## src/rtl/beat_pack.sv

```systemverilog
// Packs BEATS narrow beats into one wide word on a registered valid/ready output.
// A beat flagged last_up closes the word early; keep_down marks the filled lanes.
module beat_pack #(
  parameter int DATA_W = 3,
  parameter int BEATS  = 4,
  localparam int OUT_W = DATA_W * BEATS,
  localparam int IDX_W = (BEATS > 1) ? $clog2(BEATS) : 1
) (
  input  logic              sys_clk,
  input  logic              sys_rst_n,
  input  logic              valid_up,
  input  logic [DATA_W-1:0] data_up,
  input  logic              last_up,
  output logic              ready_up,
  output logic              valid_down,
  output logic [OUT_W-1:0]  data_down,
  output logic [BEATS-1:0]  keep_down,
  input  logic              ready_down
);

  // Handshake: a transfer happens on any rising edge where valid && ready are both 1.
  // The output word is held stable while valid_down=1 and ready_down=0; ready_up is
  // driven only from the output-register state and ready_down, never from valid_up.

  logic [IDX_W-1:0] idx;
  logic [OUT_W-1:0] acc;
  logic [BEATS-1:0] acc_keep;

  logic [OUT_W-1:0] acc_next;
  logic [BEATS-1:0] keep_next;
  logic             accept;
  logic             close;
  logic             drain;

  assign ready_up = ~valid_down | ready_down;
  assign accept   = valid_up & ready_up;
  assign close    = accept & ((idx == IDX_W'(BEATS - 1)) | last_up);
  assign drain    = valid_down & ready_down;

  always_comb begin
    acc_next  = acc;
    keep_next = acc_keep;
    for (int i = 0; i < BEATS; i++) begin
      if (idx == IDX_W'(i)) begin
        acc_next[i*DATA_W +: DATA_W] = data_up;
        keep_next[i]                 = 1'b1;
      end
    end
  end

  always_ff @(posedge sys_clk or negedge sys_rst_n) begin
    if (!sys_rst_n) begin
      idx        <= '0;
      acc        <= '0;
      acc_keep   <= '0;
      valid_down <= 1'b0;
      data_down  <= '0;
      keep_down  <= '0;
    end else if (close) begin
      // A close on the drain cycle simply overwrites the outgoing word: no bubble.
      data_down  <= acc_next;
      keep_down  <= keep_next;
      valid_down <= 1'b1;
      idx        <= '0;
      acc        <= '0;
      acc_keep   <= '0;
    end else begin
      if (accept) begin
        acc      <= acc_next;
        acc_keep <= keep_next;
        idx      <= idx + IDX_W'(1);
      end
      if (drain) begin
        valid_down <= 1'b0;
      end
    end
  end

  a_hold_stable: assert property (@(posedge sys_clk) disable iff (!sys_rst_n)
    (valid_down && !ready_down) |=> (valid_down && $stable(data_down) && $stable(keep_down)));

  a_idx_range: assert property (@(posedge sys_clk) disable iff (!sys_rst_n)
    idx <= IDX_W'(BEATS - 1));

endmodule

```

## config.mk

```make
export PLATFORM = sky130hd
export DESIGN_NAME = beat_pack
export DESIGN_NICKNAME = d
export VERILOG_FILES = /design/src/rtl/beat_pack.sv
export SDC_FILE = /design/constraint.sdc
export NUM_CORES = 1
export LEC_CHECK = 0
export ABC_CLOCK_PERIOD_IN_PS = 1700
export BUFFER_PORTS_ARGS = -buffer_cell sky130_fd_sc_hd__buf_2
export CORE_MARGIN = 2
export CORE_UTILIZATION = 48
export DETAILED_ROUTE_END_ITERATION = 8
export GPL_TIMING_DRIVEN = 0
export PLACE_DENSITY = 0.75
export SYNTH_ARGS = -nofsm -noshare
export SYNTH_HDL_FRONTEND = slang
export SYNTH_SLANG_ARGS = --single-unit
```

## constraint.sdc

```tcl
create_clock -name sys_clk -period 1.7 [get_ports sys_clk]
set_clock_uncertainty 0.15 [all_clocks]
set_input_delay 0.34 -clock sys_clk [delete_from_list [all_inputs] [get_ports sys_clk]]
set_output_delay 0.34 -clock sys_clk [all_outputs]
set_load 0.05 [all_outputs]
```

======== After elaboration in Yosys (flattened, before gate mapping) ========
Cells that the tools add are included.
storage, ports and cells
  logic and storage cells ................. 35
  output and inout bits ................... 18
  input port bits ......................... 8
  register bits ........................... 35
cells by class
  bitwise operators ....................... 6
  reduce and logical (&&, ||, !) cells .... 3
  $add $sub $neg .......................... 1
  equal/unequal tests ..................... 3
  multiplexer cells ....................... 16
operator list
  kind                   count
  $mux W12               2
  $mux W3                4
  $mux W4                2
  $mux W1                6
  $eq A2 B2 Y1 const B   2
  $mux W2                2
  $reduce_bool A2 Y1     2
  $and A1 B1 Y1          3
  $add A2 B1 Y2 const B  1
  $eq A2 B1 Y1 const B   1
  $logic_not A2 Y1       1
  $or A1 B1 Y1           2
  $not A1 Y1             1

======== Longest topological paths before layout ========
  depth in word-level cells ............... 5
  depth in mapped cells ................... 7
  gate-level depth less buffers ........... 4

======== Least setup slack after synthesis ========
OpenSTA, ideal clock, no wires.
  path type ............................... register -> output
  from .................................... reg valid_down
  to ...................................... out ready_up
  path slack .............................. -0.063 ns
  buffers on the path ..................... 2
  required time ........................... 1.210 ns
  arrival ................................. 1.273 ns
  stages on the path, launching flop included .. 4
  path through ............................ dfrtp_1 > nand2b_1 > buf_2 > buf_2
on the way
  cells in the longest elaborated chain, start to end .. 2
ends and longest elaborated chain
  what                      line  source
  start: declaration        15    output logic valid_down,
  start signal: assignment  56    valid_down <= 1'b0;
  start signal: assignment  63    valid_down <= 1'b1;
  start signal: assignment  74    valid_down <= 1'b0;
  $not A1 Y1                35    assign ready_up = ~valid_down | ready_down;
  $or A1 B1 Y1              35
  end: declaration          14    output logic ready_up,
No other way between the ends.

======== Worst setup path after layout ========
Same ends and word-level chain as after synthesis.

==> results by group <==
Pwr
  • Worst VDD drop: 0.574 mV
  • PwrDens: 1390 nW/um^2
  • Total power draw: 2.87 mW
  • LEAKAGE: just over 0.9 nW

Global routing
  • GRT Util Overall: 21.1%
  • Grt ovf: 0
  • Vias in the first global route: 1156
  • Initial antenna violation count: 0
  • First-pass GRT wire length: 5.64 mm
  • Largest net degree at the start of global routing: 36

Synth
  • Synth top area cells: dfrtp_1, mux2i_1, a31oi_1, a32o_1, a21oi_2
  • Async S/R FF share, synth: 100%
  • Post-Synthesis Cell Area: between 1500 and 2000 sq um
  • FF+latch count, synth: 35
  • Yosys top cell area share: a little over half
  • Yosys warns: 0
  • Syn_nets: between 100 and 150
  • Dominant cell type by area after synthesis: dfrtp_1
  • Count leader, synth: dfrtp_1
  • Syn Area/Cell: 11.8 sq um
  • Cell variety after synth: 23
  • Mapped Cells: 137
  • Most frequent cells after synthesis: dfrtp_1, a31oi_1, mux2i_1
  • Most common flop cell mapped by yosys: dfrtp_1
  • Post-synthesis sequential area ratio: 54.3%
  • EDFF count, synth: 0

Finish
  • Finished Layout Cells: 224
  • Final core occ: 63.0%
  • Fill cells: about 260
  • Share of layout cells above drive strength 1: about two fifths
  • P&R area growth vs syn: 28.2%
  • # nets final: 189
  • ANT cells: 0

Timing
  • Total Neg Setup Slack: -0.0219 ns
  • Final setup violation count: 1
  • Fin. max-slew vios: 0
  • Final Hold Vio Count: 0
  • Fin crit period: 1.72 ns
  • Slew @ Worst Pin: 0.778 ns
  • Fmax achieved: 581 MHz
  • Hold WS: 0.223 ns
  • Final WS setup: -0.0219 ns
  • Unrepaired setup endpoints after global routing: yes
  • Rel. slew slack: just under 50%
  • Final period utilization: 101%

CTS
  • CTS Sinks: 35
  • Root Driver: clkbuf_4
  • Htree depth: 2
  • Clk_lat worst skew: 0.33 ns
  • Clock transition at the registers of the reported paths: roughly 0.09 ns
  • CTS tree: done
  • Clock Tree Buf Depth: 2
  • CTS buffer count: 5

Placement
  • Dpl hpwl: 2.37 mm
  • Port Buf Inserts: 24
  • Inst Count DP: 207
  • GP Congestion: 0.818

Critical path
  • Crit Path Class: flip-flop to output pin
  • CP max stage cell: dfrtp_1
  • CP peak stage delay: 0.39 ns
  • CP dominant cell by count: buf_8
  • Worst EP required: 1.21 ns
  • Critical path fanouts, max: 8
  • R2R setup slack: 0.02 ns
  • Worst path cell trace: nand2b_1 > buf_6 > buf_8 > buf_8
  • Crit path DAT: 1.23 ns
  • Setup crit end kind: output pin
  • Startpoint Class: flip-flop

Floorplanning
  • Die Ht: 62.0 um
  • Initial Util: 49.1%
  • Rows: 21
  • Io pins: 26
  • Chip width: 62.0 um
  • Core area: 3280 sq um
  • Die Area: 3840 sq um

Route
  • Via count: 1266
  • DR pass1 iterations: 4
  • DR WL/cell: 16.4 um
  • DRC violations left: 0
  • Final WL: 3.67 mm
  • DRT iter0 DRCs: 110
  • Vias per cell: between 5 and 6
  • Routed Antenna Nets: 0

Outcome
  • Run status: complete, but fails checks
  • Failing checks: setup timing

Hold path
  • Worst hold path class: input pin to flip-flop

Run
  • Max cap viols: 0
flip-flops by register name, indices dropped and copies added, names as in the netlist:
register / count
acc: 12
valid_down: 1
data_down: 12
idx: 2
acc_keep: 4
keep_down: 4
power by group:
group          internal [mW]  total (mW)  leakage [nW]  switching [mW]
sequential              1.02        1.13         0.439           0.115
combinational          0.404        1.23         0.451           0.824
clock                  0.243       0.508        0.0386           0.265
timing repair:
| item | in CTS | in global routing |
|---|---|---|
| setup buffers | 4 | 7 |
| gates resized for setup | 17 | 8 |
| setup endpoints to repair | 30 | 22 |
| hold buffers | 1 | 0 |
| endpoints found under the hold margin | 35 | 0 |
| pin swaps | 2 | 0 |
| gates cloned | 1 | 0 |
cell usage in the layout, fill, tap and decap left out, types with 2 or more instances in the layout:
cell,netlist,final
a21oi_1,11,11
a21oi_2,7,7
a31oi_1,19,16
a31oi_4,0,3
a32o_1,9,9
and2_1,4,4
buf_2,5,26
buf_4,0,12
buf_8,0,3
clkbuf_1,4,3
clkbuf_4,0,5
clkbuf_8,0,2
dfrtp_1,35,35
ha_2,0,2
inv_1,2,2
mux2i_1,12,12
nor2_1,8,8
o211ai_2,3,3
layer usage:
| layer | share of wire, % | vias up | track usage [%] |
|---|---|---|---|
| met5 | 0 | - | 0 |
| met4 | 1.6 | 0 | 7.29 |
| met3 | 2.8 | 7 | 7.87 |
| met2 | 52 | 26 | 33.9 |
| met1 | 43 | 644 | 26.1 |
| li1 | - | 589 | - |
final timing paths:
kind,start,to,cells after the start
worst max register to register,idx[0],data_down[8],6
min in group asynchronous,sys_rst_n,keep_down[0],2
worst min-delay path,data_up[0],acc[3],2
worst min register to register,acc[7],acc[7],1
max in group asynchronous,sys_rst_n,idx[1],2
worst max-delay path,valid_down,ready_up,4
through the flow:
step	area, sq um	worst slack (ns)
after detailed placement	1800	-0.105
after floorplan	1620	0.0222
after CTS	1980	-0.0466
after global routing	2070	-0.0852
after global placement	1800	-0.0524
final	2070	-0.0219
final cells by class:
cell class                 instances  area, sq um  area share, %
multi-input combinational         85          707           34.2
tap                               46         57.6           2.78
inverter                           2         7.51          0.363
timing repair buffer              37          250           12.1
sequential                        35          876           42.3
buffer                            11          101           4.90
clock buffer                       8         68.8           3.33
kinds of logic (layout without fill, tap and decap cells):
logic type | count (synthesis) | in the layout | synth area share (%)
flip-flops | 35 | 35 | 54.3
adder cells (fa/ha/maj) | 4 | 4 | 3.10
multiplexers | 12 | 12 | 7.45
buffers and inverters | 17 | 58 | 5.74
AND/OR/NAND/NOR | 18 | 18 | 5.82
AO/OA/AOI/OAI | 51 | 51 | 23.6
worst max-delay path: cells and delay by family (launching register included):
kind / cells / cell delay [ns]
buffers and inverters: 3 / 0.37
flip-flops: 1 / 0.39
AND/OR/NAND/NOR: 1 / 0.12
No activity file was read; power rests on OpenSTA's default activity.
